$ cat src/rtl/lb_timing_gen.sv
// Line-buffer video timing generator: sync/back-porch/active/front-porch sequencing in H and V.
// Define LB_TG_CFG_CHK_EN to add o_cfg_err and reject zero hsw/hact/vsw/vact instead of stretching them to 1.
`ifndef HOR_WIDTH
`define HOR_WIDTH 12
`endif
`ifndef VER_WIDTH
`define VER_WIDTH 11
`endif

module lb_timing_gen #(
    parameter int HOR_WIDTH = `HOR_WIDTH,
    parameter int VER_WIDTH = `VER_WIDTH
) (
    input  logic                 i_clk,
    input  logic                 i_rstn,
    input  logic                 i_en,
    input  logic [HOR_WIDTH-1:0] i_hsw,
    input  logic [HOR_WIDTH-1:0] i_hbp,
    input  logic [HOR_WIDTH-1:0] i_hact,
    input  logic [HOR_WIDTH-1:0] i_hfp,
    input  logic [VER_WIDTH-1:0] i_vsw,
    input  logic [VER_WIDTH-1:0] i_vbp,
    input  logic [VER_WIDTH-1:0] i_vact,
    input  logic [VER_WIDTH-1:0] i_vfp,
    output logic                 o_vsync,
    output logic                 o_hsync,
    output logic                 o_de,
    output logic [HOR_WIDTH-1:0] o_hpos,
    output logic [VER_WIDTH-1:0] o_vpos,
    output logic                 o_frame_start,
    output logic                 o_busy
`ifdef LB_TG_CFG_CHK_EN
   ,output logic                 o_cfg_err
`endif
);

    localparam logic [2:0] V_IDLE = 3'd0;
    localparam logic [2:0] V_SYNC = 3'd1;
    localparam logic [2:0] V_BP   = 3'd2;
    localparam logic [2:0] V_ACT  = 3'd3;
    localparam logic [2:0] V_FP   = 3'd4;

    localparam logic [1:0] H_SYNC = 2'd0;
    localparam logic [1:0] H_BP   = 2'd1;
    localparam logic [1:0] H_ACT  = 2'd2;
    localparam logic [1:0] H_FP   = 2'd3;

    localparam logic [HOR_WIDTH-1:0] H_ONE = HOR_WIDTH'(1);
    localparam logic [VER_WIDTH-1:0] V_ONE = VER_WIDTH'(1);

    // Mandatory phases: without the checker a zero length runs as one unit.
    function automatic logic [HOR_WIDTH-1:0] h_len(input logic [HOR_WIDTH-1:0] x);
`ifdef LB_TG_CFG_CHK_EN
        return x;
`else
        return (x == '0) ? H_ONE : x;
`endif
    endfunction

    function automatic logic [VER_WIDTH-1:0] v_len(input logic [VER_WIDTH-1:0] x);
`ifdef LB_TG_CFG_CHK_EN
        return x;
`else
        return (x == '0) ? V_ONE : x;
`endif
    endfunction

    logic [2:0]           v_state, v_nxt;
    logic [1:0]           h_state, h_nxt;
    logic [HOR_WIDTH-1:0] h_cnt, h_cnt_nxt;
    logic [VER_WIDTH-1:0] v_cnt, v_cnt_nxt;
    logic                 arm, arm_nxt;
    logic                 latch, start;
    logic                 line_end, last_line, frame_end;
    logic [HOR_WIDTH-1:0] start_hsw;
    logic [VER_WIDTH-1:0] start_vsw;
    logic                 sh_ok, in_ok;
    logic                 run_nxt, de_nxt;

    logic [HOR_WIDTH-1:0] sh_hsw, sh_hbp, sh_hact, sh_hfp;
    logic [VER_WIDTH-1:0] sh_vsw, sh_vbp, sh_vact, sh_vfp;

`ifdef LB_TG_CFG_CHK_EN
    assign sh_ok = (sh_hsw != '0) && (sh_hact != '0) && (sh_vsw != '0) && (sh_vact != '0);
    assign in_ok = (i_hsw != '0) && (i_hact != '0) && (i_vsw != '0) && (i_vact != '0);
`else
    assign sh_ok = 1'b1;
    assign in_ok = 1'b1;
`endif

    // Counters hold the remaining clocks/lines of the current phase minus one.
    always_comb begin
        v_nxt     = v_state;
        h_nxt     = h_state;
        h_cnt_nxt = h_cnt;
        v_cnt_nxt = v_cnt;
        arm_nxt   = 1'b0;
        latch     = 1'b0;
        start     = 1'b0;
        start_hsw = sh_hsw;
        start_vsw = sh_vsw;
        line_end  = ((h_state == H_FP) || ((h_state == H_ACT) && (sh_hfp == '0))) && (h_cnt == '0);
        last_line = ((v_state == V_FP) || ((v_state == V_ACT) && (sh_vfp == '0))) && (v_cnt == '0);
        frame_end = (v_state != V_IDLE) && line_end && last_line;

        if (v_state == V_IDLE) begin
            if (arm) begin
                start = sh_ok;
            end else if (i_en) begin
                latch   = 1'b1;
                arm_nxt = 1'b1;
            end
        end else begin
            if (h_cnt != '0) begin
                h_cnt_nxt = h_cnt - H_ONE;
            end else begin
                case (h_state)
                    H_SYNC: begin
                        if (sh_hbp != '0) begin
                            h_nxt     = H_BP;
                            h_cnt_nxt = sh_hbp - H_ONE;
                        end else begin
                            h_nxt     = H_ACT;
                            h_cnt_nxt = sh_hact - H_ONE;
                        end
                    end
                    H_BP: begin
                        h_nxt     = H_ACT;
                        h_cnt_nxt = sh_hact - H_ONE;
                    end
                    H_ACT: begin
                        if (sh_hfp != '0) begin
                            h_nxt     = H_FP;
                            h_cnt_nxt = sh_hfp - H_ONE;
                        end else begin
                            h_nxt     = H_SYNC;
                            h_cnt_nxt = sh_hsw - H_ONE;
                        end
                    end
                    default: begin
                        h_nxt     = H_SYNC;
                        h_cnt_nxt = sh_hsw - H_ONE;
                    end
                endcase
            end

            if (line_end) begin
                if (v_cnt != '0) begin
                    v_cnt_nxt = v_cnt - V_ONE;
                end else begin
                    case (v_state)
                        V_SYNC: begin
                            if (sh_vbp != '0) begin
                                v_nxt     = V_BP;
                                v_cnt_nxt = sh_vbp - V_ONE;
                            end else begin
                                v_nxt     = V_ACT;
                                v_cnt_nxt = sh_vact - V_ONE;
                            end
                        end
                        V_BP: begin
                            v_nxt     = V_ACT;
                            v_cnt_nxt = sh_vact - V_ONE;
                        end
                        V_ACT: begin
                            if (sh_vfp != '0) begin
                                v_nxt     = V_FP;
                                v_cnt_nxt = sh_vfp - V_ONE;
                            end
                        end
                        default: v_nxt = V_IDLE;
                    endcase
                end
            end

            // Back-to-back frames load the first phase straight from the inputs being latched.
            if (frame_end) begin
                v_nxt = V_IDLE;
                if (i_en) begin
                    latch     = 1'b1;
                    start     = in_ok;
                    start_hsw = h_len(i_hsw);
                    start_vsw = v_len(i_vsw);
                end
            end
        end

        if (start) begin
            v_nxt     = V_SYNC;
            h_nxt     = H_SYNC;
            h_cnt_nxt = start_hsw - H_ONE;
            v_cnt_nxt = start_vsw - V_ONE;
        end
    end

    assign run_nxt = (v_nxt != V_IDLE);
    assign de_nxt  = (v_nxt == V_ACT) && (h_nxt == H_ACT);

    always_ff @(posedge i_clk or negedge i_rstn) begin
        if (!i_rstn) begin
            v_state <= V_IDLE;
            h_state <= H_SYNC;
            h_cnt   <= '0;
            v_cnt   <= '0;
            arm     <= 1'b0;
            sh_hsw  <= '0;
            sh_hbp  <= '0;
            sh_hact <= '0;
            sh_hfp  <= '0;
            sh_vsw  <= '0;
            sh_vbp  <= '0;
            sh_vact <= '0;
            sh_vfp  <= '0;
        end else begin
            v_state <= v_nxt;
            h_state <= h_nxt;
            h_cnt   <= h_cnt_nxt;
            v_cnt   <= v_cnt_nxt;
            arm     <= arm_nxt;
            if (latch) begin
                sh_hsw  <= h_len(i_hsw);
                sh_hbp  <= i_hbp;
                sh_hact <= h_len(i_hact);
                sh_hfp  <= i_hfp;
                sh_vsw  <= v_len(i_vsw);
                sh_vbp  <= i_vbp;
                sh_vact <= v_len(i_vact);
                sh_vfp  <= i_vfp;
            end
        end
    end

    always_ff @(posedge i_clk or negedge i_rstn) begin
        if (!i_rstn) begin
            o_vsync       <= 1'b0;
            o_hsync       <= 1'b0;
            o_de          <= 1'b0;
            o_hpos        <= '0;
            o_vpos        <= '0;
            o_frame_start <= 1'b0;
            o_busy        <= 1'b0;
        end else begin
            o_vsync       <= (v_nxt == V_SYNC);
            o_hsync       <= run_nxt && (h_nxt == H_SYNC);
            o_de          <= de_nxt;
            o_hpos        <= (de_nxt && o_de) ? o_hpos + H_ONE : '0;
            o_frame_start <= start;
            o_busy        <= run_nxt;
            if ((v_nxt == V_ACT) && (v_state == V_ACT))
                o_vpos <= line_end ? o_vpos + V_ONE : o_vpos;
            else
                o_vpos <= '0;
        end
    end

`ifdef LB_TG_CFG_CHK_EN
    logic cfg_rej;
    logic cfg_err;

    assign cfg_rej = ((v_state == V_IDLE) && arm && !sh_ok) || (frame_end && i_en && !in_ok);

    always_ff @(posedge i_clk or negedge i_rstn) begin
        if (!i_rstn)
            cfg_err <= 1'b0;
        else if (start)
            cfg_err <= 1'b0;
        else if (cfg_rej)
            cfg_err <= 1'b1;
    end

    assign o_cfg_err = cfg_err;
`endif

endmodule

$ cat config.mk
export PLATFORM = sky130hd
export DESIGN_NAME = lb_timing_gen
export DESIGN_NICKNAME = d
export VERILOG_FILES = /design/src/rtl/lb_timing_gen.sv
export SDC_FILE = /design/constraint.sdc
export NUM_CORES = 1
export LEC_CHECK = 0
export ABC_AREA = 1
export CAP_MARGIN = 40
export CORE_MARGIN = 5
export CORE_UTILIZATION = 47
export CTS_CLUSTER_SIZE = 24
export DETAILED_ROUTE_END_ITERATION = 7
export PLACE_DENSITY = 0.69
export SLEW_MARGIN = 20
export SYNTH_ARGS = -nofsm -noshare
export SYNTH_HDL_FRONTEND = slang
export SYNTH_SLANG_ARGS = --single-unit
$ cat constraint.sdc
create_clock -name i_clk -period 6 [get_ports i_clk]
set_input_delay 1.2 -clock i_clk [delete_from_list [all_inputs] [get_ports i_clk]]
set_output_delay 1.2 -clock i_clk [all_outputs]
set_load 0.02 [all_outputs]
## Word-level counts from Yosys, hierarchy flattened

Cells that the tools add are included.

| word-level totals | value |
|---|---|
| register bits | 149 |
| input bits | 95 |
| output and inout bits | 28 |
| logic and storage cells | 127 |

| operators by class | value |
|---|---|
| add/subtract/negate cells | 13 |
| equal/unequal tests | 13 |
| muxes and demuxes | 47 |
| reductions and logical operators | 34 |

Operators by type and width:

| kind | number |
|---|---|
| 11-bit two-way mux | 13 |
| 12-bit two-way mux | 11 |
| 12-bit by 1-bit subtractor with 12-bit output, second input constant | 6 |
| 11-bit by 1-bit subtractor with 11-bit output, second input constant | 5 |
| 12-bit logical NOT | 4 |
| 11-bit logical NOT | 4 |
| 12-bit one-hot mux with 3 select lines | 1 |
| 12-bit nonzero test | 3 |
| 11-bit one-hot mux with 3 select lines | 1 |
| 11-bit nonzero test | 3 |
| 3-bit two-way mux | 6 |
| 12-bit by 1-bit adder with 12-bit output, second input constant | 1 |
| 11-bit by 1-bit adder with 11-bit output, second input constant | 1 |
| 1-bit logical AND | 10 |
| 2-bit two-way mux | 5 |
| 3-bit by 2-bit equality test with 1-bit output, second input constant | 3 |
| 3-bit one-hot mux with 3 select lines | 1 |
| 1-bit two-way mux | 8 |
| 2-bit equality test, second input constant | 3 |
| 3-bit by 1-bit equality test with 1-bit output, second input constant | 2 |
| 2-bit one-hot mux with 3 select lines | 1 |
| 3-bit nonzero test | 2 |
| 5-bit nonzero test | 1 |
| 2-bit logical NOT | 2 |
| 8 further kinds | 10 |

## Longest topological paths before layout

Gate-level depths: netlist (run 1).

| logic depth | value |
|---|---|
| depth in word-level cells | 13 |
| mapped depth | 22 |

## Worst setup path before layout (run 1)

OpenSTA, ideal clock, no wires.

| timing | value |
|---|---|
| path kind | input to register |
| start | input i_en |
| end | register v_cnt[10] |
| arrival time | 2.680 ns |
| data required time | 5.923 ns |
| path slack | 3.243 ns |
| cell stages on the path | 14 |
| buffers on the path | 1 |
| path through | clkbuf_1 > inv_1 > o21ai_0 > nand2_1 > nand2_2 > ha_1 > inv_1 > nor2_2 > nand2_2 > nor2_2 > nand2_1 > nand2_1 > nand3_1 > a21oi_1 |

| on the way | value |
|---|---|
| longest elaborated chain between the ends | 5 |
| elaborated cells between the ends (all ways) | 13 |
| classes of those cells | add/sub (1); eq/ne (2); mux (7); reduce/logical (3) |

RTL lines:

| element | RTL line | source |
|---|---|---|
| start: declaration | 16 | `input logic i_en,` |
| 11-bit two-way mux or 1-bit two-way mux (tied branches) | 179 | `if (i_en) begin` |
| 11-bit two-way mux or 1-bit two-way mux (tied branches) | 177 | `if (frame_end) begin` |
| 11-bit two-way mux or 1-bit two-way mux (tied branches) | 106 | `if (v_state == V_IDLE) begin` |
| 11-bit by 1-bit subtractor with 11-bit output (tied with other cells) | 192 | `v_cnt_nxt = start_vsw - V_ONE;` |
| 11-bit two-way mux or 4-bit AND reduction (tied branches) | -- |  |
| end signal: assignment | 218 | `v_cnt <= v_cnt_nxt;` |
| end: declaration | 71 | `logic [VER_WIDTH-1:0] v_cnt, v_cnt_nxt;` |

Several ways; a longest one is shown, not always the timed one.
A chain may end at the register's enable or synchronous reset.

## Worst setup path after layout (run 1)

| timing | value |
|---|---|
| start | input i_en |
| end | register o_vpos[9] |

| on the way | value |
|---|---|
| longest elaborated chain between the ends | 7 |
| elaborated cells between the ends (all ways) | 8 |
| classes of those cells | eq/ne (2); mux (5); reduce/logical (1) |

RTL lines:

| element | RTL line | source |
|---|---|---|
| 1-bit two-way mux (*) | 179 |  |
| 1-bit two-way mux (*) | 177 |  |
| 1-bit two-way mux (*) | 106 |  |
| 3-bit two-way mux (*) | 188 | `if (start) begin` |
| net v_nxt[0] | 68 | `logic [2:0] v_state, v_nxt;` |
| 3-bit by 2-bit equality test with 1-bit output (*) | 249 | `if ((v_nxt == V_ACT) && (v_state == V_ACT))` |
| 1-bit logical AND (*) | 249 |  |
| 2-bit inequality test (no source line) or 11-bit two-way mux (tied branches) | -- |  |
| end signal: assignment | 250 | `o_vpos <= line_end ? o_vpos + V_ONE : o_vpos;` |
| end: declaration | 29 | `output logic [VER_WIDTH-1:0] o_vpos,` |

The timed path passes the listed nets; every way through them passes the cells marked *.

==> impl_results.md, run 1 <==
- Outcome: finished clean
- Hold Vio Cnt, Final: 0
- Min Hold Slack: 0.511 ns
- N_diodes: 0
- Pin count of the biggest net entering global routing: 81
- Die span in y: 156 um
- Top cells by count, synth: nand2_1, inv_1, nor2_1, o21ai_0, dfrtp_1
- Async S/R FF share, synth: 100%
- TNS Setup: 0 ns
- Final Max Tran Viols: 0
- Die width: 156 um
- Achievable Freq: 278 MHz
- Maximum clock insertion buffer count: 2
- Crit path largest cell delay: 0.46 ns
- Worst skew pair latency: 0.43 ns
- LEAKAGE: 5.26 nW
- H-tree depth: 4
- Vias in the first global route: 9122
- Primary FF master, synth: dfrtp_1
- Setup crit end kind: flip-flop
- Mean Syn Cell Area: 7.16 um^2
- CTS root buffer: clkbuf_16
- P per Cell Area: 199 nW/um^2
- # hold bufs at CTS: 0
- Number of nets in the layout: 1619
- Global route overflow: 0
- Synth Net Count: 1512
- Gpl congestion: 0.895
- Max-cap violations: 0
- Overall Power: 2.40 mW
- Global-route wire length before repair: 44.8 mm
- Seq/Total Area, Yosys: 37.1%
- Routed WL: 26.9 mm
- Placed cell count: 1765
- Port Buffers: 122
- DP HPWL: 20.5 mm
- Ys Warns: 0
- Worst slew margin: 53.3%
- Initial antenna violation count: 0
- CP arrival: 3.93 ns
- Die area: 24400 um^2
- Initial core utilization: 47.8%
- Core area: 21000 um^2
- Synth Cell Area: 10000 um^2
- EDFF count, synth: 0
- # setup viols final: 0
- Post-route minimum period: 3.60 ns
- Post-synth top area share: 37.1%
- Gr usage total: 22.6%
- Clock slew at reported path FFs: 0.06 ns
- CTS Sinks: 149
- Layout cells sized above 1: 9.20%
- Leading area contributor after synthesis: dfrtp_1
- Top Ports: 123
- Vias: 9412
- Worst-Margin Slew: 0.698 ns
- Worst setup path category: input pin to flip-flop
- Post-synthesis cell count: 1402
- # rows: 53
- Average vias per placed instance: 5.24
- Most common cell in the synthesized netlist: nand2_1
- Starting DRT DRC Count: 798
- Num CTS Buffers: 17
- Worst endpoint required time: 6.33 ns
- Postcts setup bufs: 0
- Post-synthesis register bit count: 149
- Peak VDD IR: 0.000157 V
- Clock Skews: 0.0118 ns
- Synth unique cells: 52
- Finished Layout Cells: 1797
- Startpoint types: input pin
- Maximum fanout along the worst path: 31
- HP Class: flip-flop to flip-flop
- Antenna-violating nets left: 0
- Wire per inst: 15.0 um
- Crit-path cells: clkdlybuf4s50_1 > buf_4 > nand3_4 > nand2_4 > inv_2 > o21ai_4 > nand4_1 > nor3b_1
- Final period utilization: 60.0%
- CTS tree: built
- Largest cells by area after synthesis: dfrtp_1, nand2_1, o21ai_0, inv_1, nor2_1
- Critical-path top delay cell: clkdlybuf4s50_1
- DRC: 0
- # resized after CTS: 0
- Synthesis-to-layout area growth: 20.0%
- First drt pass iteration count: 5
- RSZ-0062 raised after global routing: no
-- cell families (layout without fill, tap and decap cells) --
family | count (synthesis) | in the layout | synth area share (%)
fa+ha+maj | 15 | 15 | 1.87
compound gates | 270 | 270 | 15.0
xor+xnor | 61 | 61 | 5.32
buf+inv | 225 | 345 | 9.04
mux | 9 | 9 | 1.01
flops | 149 | 149 | 37.1
simple gates | 673 | 673 | 30.6
-- routing by layer --
metal / track usage (%) / vias up / part of all wire (%)
li1: - / 4766 / -
met1: 29.3 / 4381 / 44
met2: 38.9 / 220 / 51
met3: 3.97 / 45 / 4.1
met4: 6.49 / 0 / 1.7
met5: 0 / - / 0
-- sequential cells by signal (all words and copies together) (netlist names), 11 cells and up --
| register | cells |
|---|---|
| h_cnt | 12 |
| o_hpos | 12 |
| sh_hact | 12 |
| sh_hbp | 12 |
| sh_hfp | 12 |
| sh_hsw | 12 |
| o_vpos | 11 |
| sh_vact | 11 |
| sh_vbp | 11 |
| sh_vfp | 11 |
| sh_vsw | 11 |
| v_cnt | 11 |
-- stage by stage --
step | setup WS (ns) | util [%] | cell area [um^2]
after floorplan | 3.24 | - | 10000
after global routing | 2.10 | 57.3 | 12000
after global placement | 2.04 | 54.4 | 11400
final | 2.40 | 57.3 | 12000
after detailed placement | 1.91 | 54.5 | 11500
after CTS | 2.37 | 57.3 | 12000
-- worst paths after layout --
path,end,start,slack [ns],cells after the start
hold / removal,o_hpos[0]$_DFF_PN0_,o_hpos[0]$_DFF_PN0_,0.51,1
hold reg to reg,o_hpos[0]$_DFF_PN0_,o_hpos[0]$_DFF_PN0_,0.51,1
setup reg to reg,v_cnt[4]$_DFFE_PN0P_,h_cnt[0]$_DFFE_PN0N_,2.45,17
min in group asynchronous,sh_vfp[9]$_DFFE_PN0P_,i_rstn,0.62,1
setup / recovery,o_vpos[9]$_DFFE_PN0P_,i_en,2.40,8
max in group asynchronous,sh_hsw[11]$_DFFE_PN0P_,i_rstn,4.46,2
-- power breakdown --
part / switching [mW] / internal, mW
combinational: 0.141 / 0.114
clock: 0.449 / 0.623
sequential: 0.0315 / 1.04
total: 0.621 / 1.78
-- area by class of cell --
class                   instances  area [um^2]
fillers                      2006         8980
multi-input cells            1028         5410
flip-flops and latches        149         3730
repair buffers                128         1290
inverters                     185          696
clock buffers                  20          447
well taps                     275          344
clock inverters                12          131
-- critical path, delay by kind of cell --
kind,cells,cell delay [ns]
simple gates,4,1.51
buf+inv,3,1.03
compound gates,1,0.16
-- layout by cell type, fill, tap and decap left out, types with 5 or more instances in the layout --
cell,synthesis,final
buf_4,5,5
nand2_1,304,304
mux2_2,9,9
dfrtp_1,149,149
o21ai_0,153,153
nand4_1,15,15
nor2_2,20,20
or2_2,8,8
xor2_1,52,52
o211ai_1,7,7
clkbuf_16,0,17
ha_1,15,15
inv_2,16,16
nor3_1,25,25
o221ai_1,8,8
o22ai_1,6,6
nor2_4,10,10
nand2_2,12,12
o21ai_1,11,11
clkinv_4,0,5
nor2_1,156,156
a31oi_1,8,8
xnor2_1,9,9
a21oi_1,57,57
clkdlybuf4s50_1,0,121
inv_1,166,166
nand2_4,5,5
clkinv_2,1,5
nor4_1,6,6
nand3_1,91,91
Note: power is estimated with default switching activity, not from simulation.
==> inputs of run 2 (changes only) <==
--- a/config.mk
+++ b/config.mk
@@ -11,7 +11,7 @@
 export CORE_UTILIZATION = 47
 export CTS_CLUSTER_SIZE = 24
 export DETAILED_ROUTE_END_ITERATION = 7
-export PLACE_DENSITY = 0.69
+export PLACE_DENSITY = 0.72
 export SLEW_MARGIN = 20
 export SYNTH_ARGS = -nofsm -noshare
 export SYNTH_HDL_FRONTEND = slang
==> constraint.sdc (replaced) <==
create_clock -name i_clk -period 3 [get_ports i_clk]
set_input_delay 0.6 -clock i_clk [delete_from_list [all_inputs] [get_ports i_clk]]
set_output_delay 0.6 -clock i_clk [all_outputs]
set_load 0.02 [all_outputs]
==> run 2 against run 1 <==
Effect of this change:
- core utilization up 1.3 points
- sequential power up 99%
- critical path type is now flip-flop to flip-flop
- final cell count rose by 1.7%
- wire length increased by 3.6%
- via count is 2.8% higher
- clock power rose by 96%
- combinational power increased by 100%
- largest power group unchanged
==> impl_results.md, run 2 (same netlist as run 1, synthesis figures left out) <==
- Sw power: 1.19 mW (was 0.621 mW)
- Logic pwr share: 10.8% (was 10.6%)
- Synthesis-to-layout area growth: 22.6% (was 20.0%)
- Maximum fanout along the worst path: 5 (was 31)
- Worst endpoint required time: 3.32 ns (was 6.33 ns)
- Antenna-violating nets left: 0 (unchanged)
- LEAKAGE: 5.42 nW (was 5.26 nW)
- DP HPWL: 21.6 mm (was 20.5 mm)
- Core area: 21000 um^2 (unchanged)
- Final period utilization: 90.8%
- Global route overflow: 0 (unchanged)
- Average vias per placed instance: 5.30 (was 5.24)
- Setup crit end kind: flip-flop (unchanged)
- Worst slew margin: 63.4% (was 53.3%)
- Gpl congestion: 0.956 (was 0.895)
- Hold Vio Cnt, Final: 0 (unchanged)
- Max-cap violations: 0 (unchanged)
- CTS tree: built (unchanged)
- R2R Path Start: h_cnt[0]$_DFFE_PN0N_ (unchanged)
- CTS root buffer: clkbuf_16 (unchanged)
- Clock slew at reported path FFs: 0.06 ns (about the same)
- Commonest non-fill, non-tap cell in the layout: nand2_1 (unchanged)
- Top Ports: 123 (unchanged)
- Achievable Freq: 367 MHz
- Fill cell count: 1982 (was 2006)
- # setup viols final: 0 (unchanged)
- Vias: 9675 (was 9412)
- Most frequent cells in the layout: nand2_1, inv_1, nor2_1 (unchanged)
- Worst-Margin Slew: 0.549 ns (was 0.698 ns)
- TNS Setup: 0 ns (unchanged)
- Worst setup path category: flip-flop to flip-flop (was input pin to flip-flop)
- Startpoint types: flip-flop (was input pin)
- FF-to-FF End: h_cnt[11]$_DFFE_PN0N_ (was v_cnt[4]$_DFFE_PN0P_)
- Die area: 24400 um^2 (unchanged)
- Finished Layout Cells: 1827 (was 1797)
- Gr usage total: 23.5% (was 22.6%)
- Number of nets in the layout: 1651 (was 1619)
- Post-route minimum period: 2.72 ns
- Vias in the first global route: 9399 (was 9122)
- Wire per inst: 15.3 um (was 15.0 um)
- Clock Skews: 0.00977 ns (was 0.0118 ns)
- Placed cell count: 1792 (was 1765)
- Initial antenna violation count: 1 (was 0)
- Initial core utilization: 47.8% (unchanged)
- R2R setup slack: 0.28 ns (was 2.45 ns)
- # rows: 53 (unchanged)
- Min Hold Slack: 0.138 ns (was 0.511 ns)
- DRC: 0 (unchanged)
- First drt pass iteration count: 6 (was 5)
- H-tree depth: 4 (unchanged)
- Num CTS Buffers: 17 (unchanged)
- Routed WL: 27.9 mm (was 26.9 mm)
- Port Buffers: 122 (unchanged)
- Die span in y: 156 um (unchanged)
- Final Max Tran Viols: 0 (unchanged)
- CP arrival: 3.04 ns (was 3.93 ns)
- Outcome: finished clean (unchanged)
- Switching share of power: 25.0% (was 25.9%)
- Peak VDD IR: 0.000346 V (was 0.000157 V)
- Sequential share of power: 45.2% (was 44.8%)
- Layout cells sized above 1: 11.1% (was 9.20%)
- Die width: 156 um (unchanged)
- N_diodes: 0 (unchanged)
- Worst r2r path cells: 18 (was 17)
- Int Power: 3.57 mW (was 1.78 mW)
- HP Class: input pin to asynchronous set/reset pin (was flip-flop to flip-flop)
- Global-route wire length before repair: 46.5 mm (was 44.8 mm)
- Maximum clock insertion buffer count: 2 (unchanged)
- Worst skew pair latency: 0.43 ns (about the same)
- Pin count of the biggest net entering global routing: 59 (was 81)
- Starting DRT DRC Count: 766 (was 798)
- P per Cell Area: 387 nW/um^2 (was 199 nW/um^2)
- # hold bufs at CTS: 0 (unchanged)
- RSZ-0062 raised after global routing: no (unchanged)
- Clock Power Share: 44.1% (was 44.6%)
- CTS Sinks: 149 (unchanged)
[run 2: cell types whose count changed in the layout (fill, tap and decap cells not counted), sizes merged]
| cell | before | now |
|---|---|---|
| buf | 7 | 39 |
| clkinv | 12 | 6 |
| clkinvlp | 1 | 4 |
| clkbuf | 20 | 21 |
[run 2: critical path, stage by stage, from the launching register on]
cell      delay, ns
dfrtp_1        0.38
inv_1          0.07
ha_1           0.20
nand3_2        0.14
nor2_4         0.19
nand4_4        0.14
clkinv_2       0.10
nand2_4        0.09
nor2_4         0.23
buf_4          0.19
nand3_1        0.06
nand2_1        0.12
nand3_2        0.19
nor2_4         0.17
nand2_1        0.06
nand2_1        0.05
nand3_1        0.09
nand2_1        0.08
nand2_1        0.05
[run 2: what timing repair did]
item / in CTS / in global routing
setup buffers: 0 / 5
endpoints found under the setup margin: 0 / 11
resized for setup: 0 / 5
hold endpoints to repair: 0 / 0
[run 2: final cells by class]
cell class                      count  area, um^2  area share, %
Sequential cell                   149        3730           30.3
Tap cell                          275         344           2.80
Multi-Input combinational cell   1028        5430           44.1
Clock inverter                      9         105          0.854
Clock buffer                       21         460           3.74
Timing Repair Buffer              160        1550           12.6
Inverter                          185         696           5.65
[run 2: worst max-delay path by stage]
stage,start,endpoint,cells after the start,slack (ns)
global placement,h_cnt[0]$_DFFE_PN0N_,v_cnt[10]$_DFFE_PN0P_,19,0.25
floorplan,h_cnt[0]$_DFFE_PN0N_,v_cnt[10]$_DFFE_PN0P_,20,0.45
CTS,h_cnt[0]$_DFFE_PN0N_,v_cnt[10]$_DFFE_PN0P_,19,0.17
detailed placement,h_cnt[0]$_DFFE_PN0N_,v_cnt[10]$_DFFE_PN0P_,19,0.20
finish,h_cnt[0]$_DFFE_PN0N_,h_cnt[11]$_DFFE_PN0N_,18,0.28
global route,sh_hfp[0]$_DFFE_PN0P_,h_cnt[6]$_DFFE_PN0N_,17,0.001
[run 2: power groups by stage]
stage | logic [mW] | registers [mW] | clock network (mW)
after global placement | 0.507 | 2.18 | 0
final | 0.514 | 2.15 | 2.10
after CTS | 0.516 | 2.15 | 2.13
after detailed placement | 0.512 | 2.18 | 0
after global routing | 0.581 | 2.16 | 2.22
after floorplan | 0.251 | 2.17 | 0
[run 2: metal layers]
layer / up-vias / part of all wire [%] / GRT usage [%]
li1: 4826 / - / -
met2: 264 / 50 / 40.4
met4: 2 / 2.1 / 7.15
met3: 51 / 5.1 / 3.66
met5: - / 0.047 / 0
met1: 4532 / 43 / 30.7
[run 2: per-stage QoR]
step / instance area [um^2] / utilization, % / worst slack [ns] / total power [mW]
after floorplan: 10000 / - / 0.450 / 2.42
after global placement: 11700 / 55.6 / 0.252 / 2.69
after detailed placement: 11700 / 55.6 / 0.200 / 2.70
after CTS: 12300 / 58.3 / 0.170 / 4.80
after global routing: 12300 / 58.6 / 0.00141 / 4.96
final: 12300 / 58.6 / 0.277 / 4.76
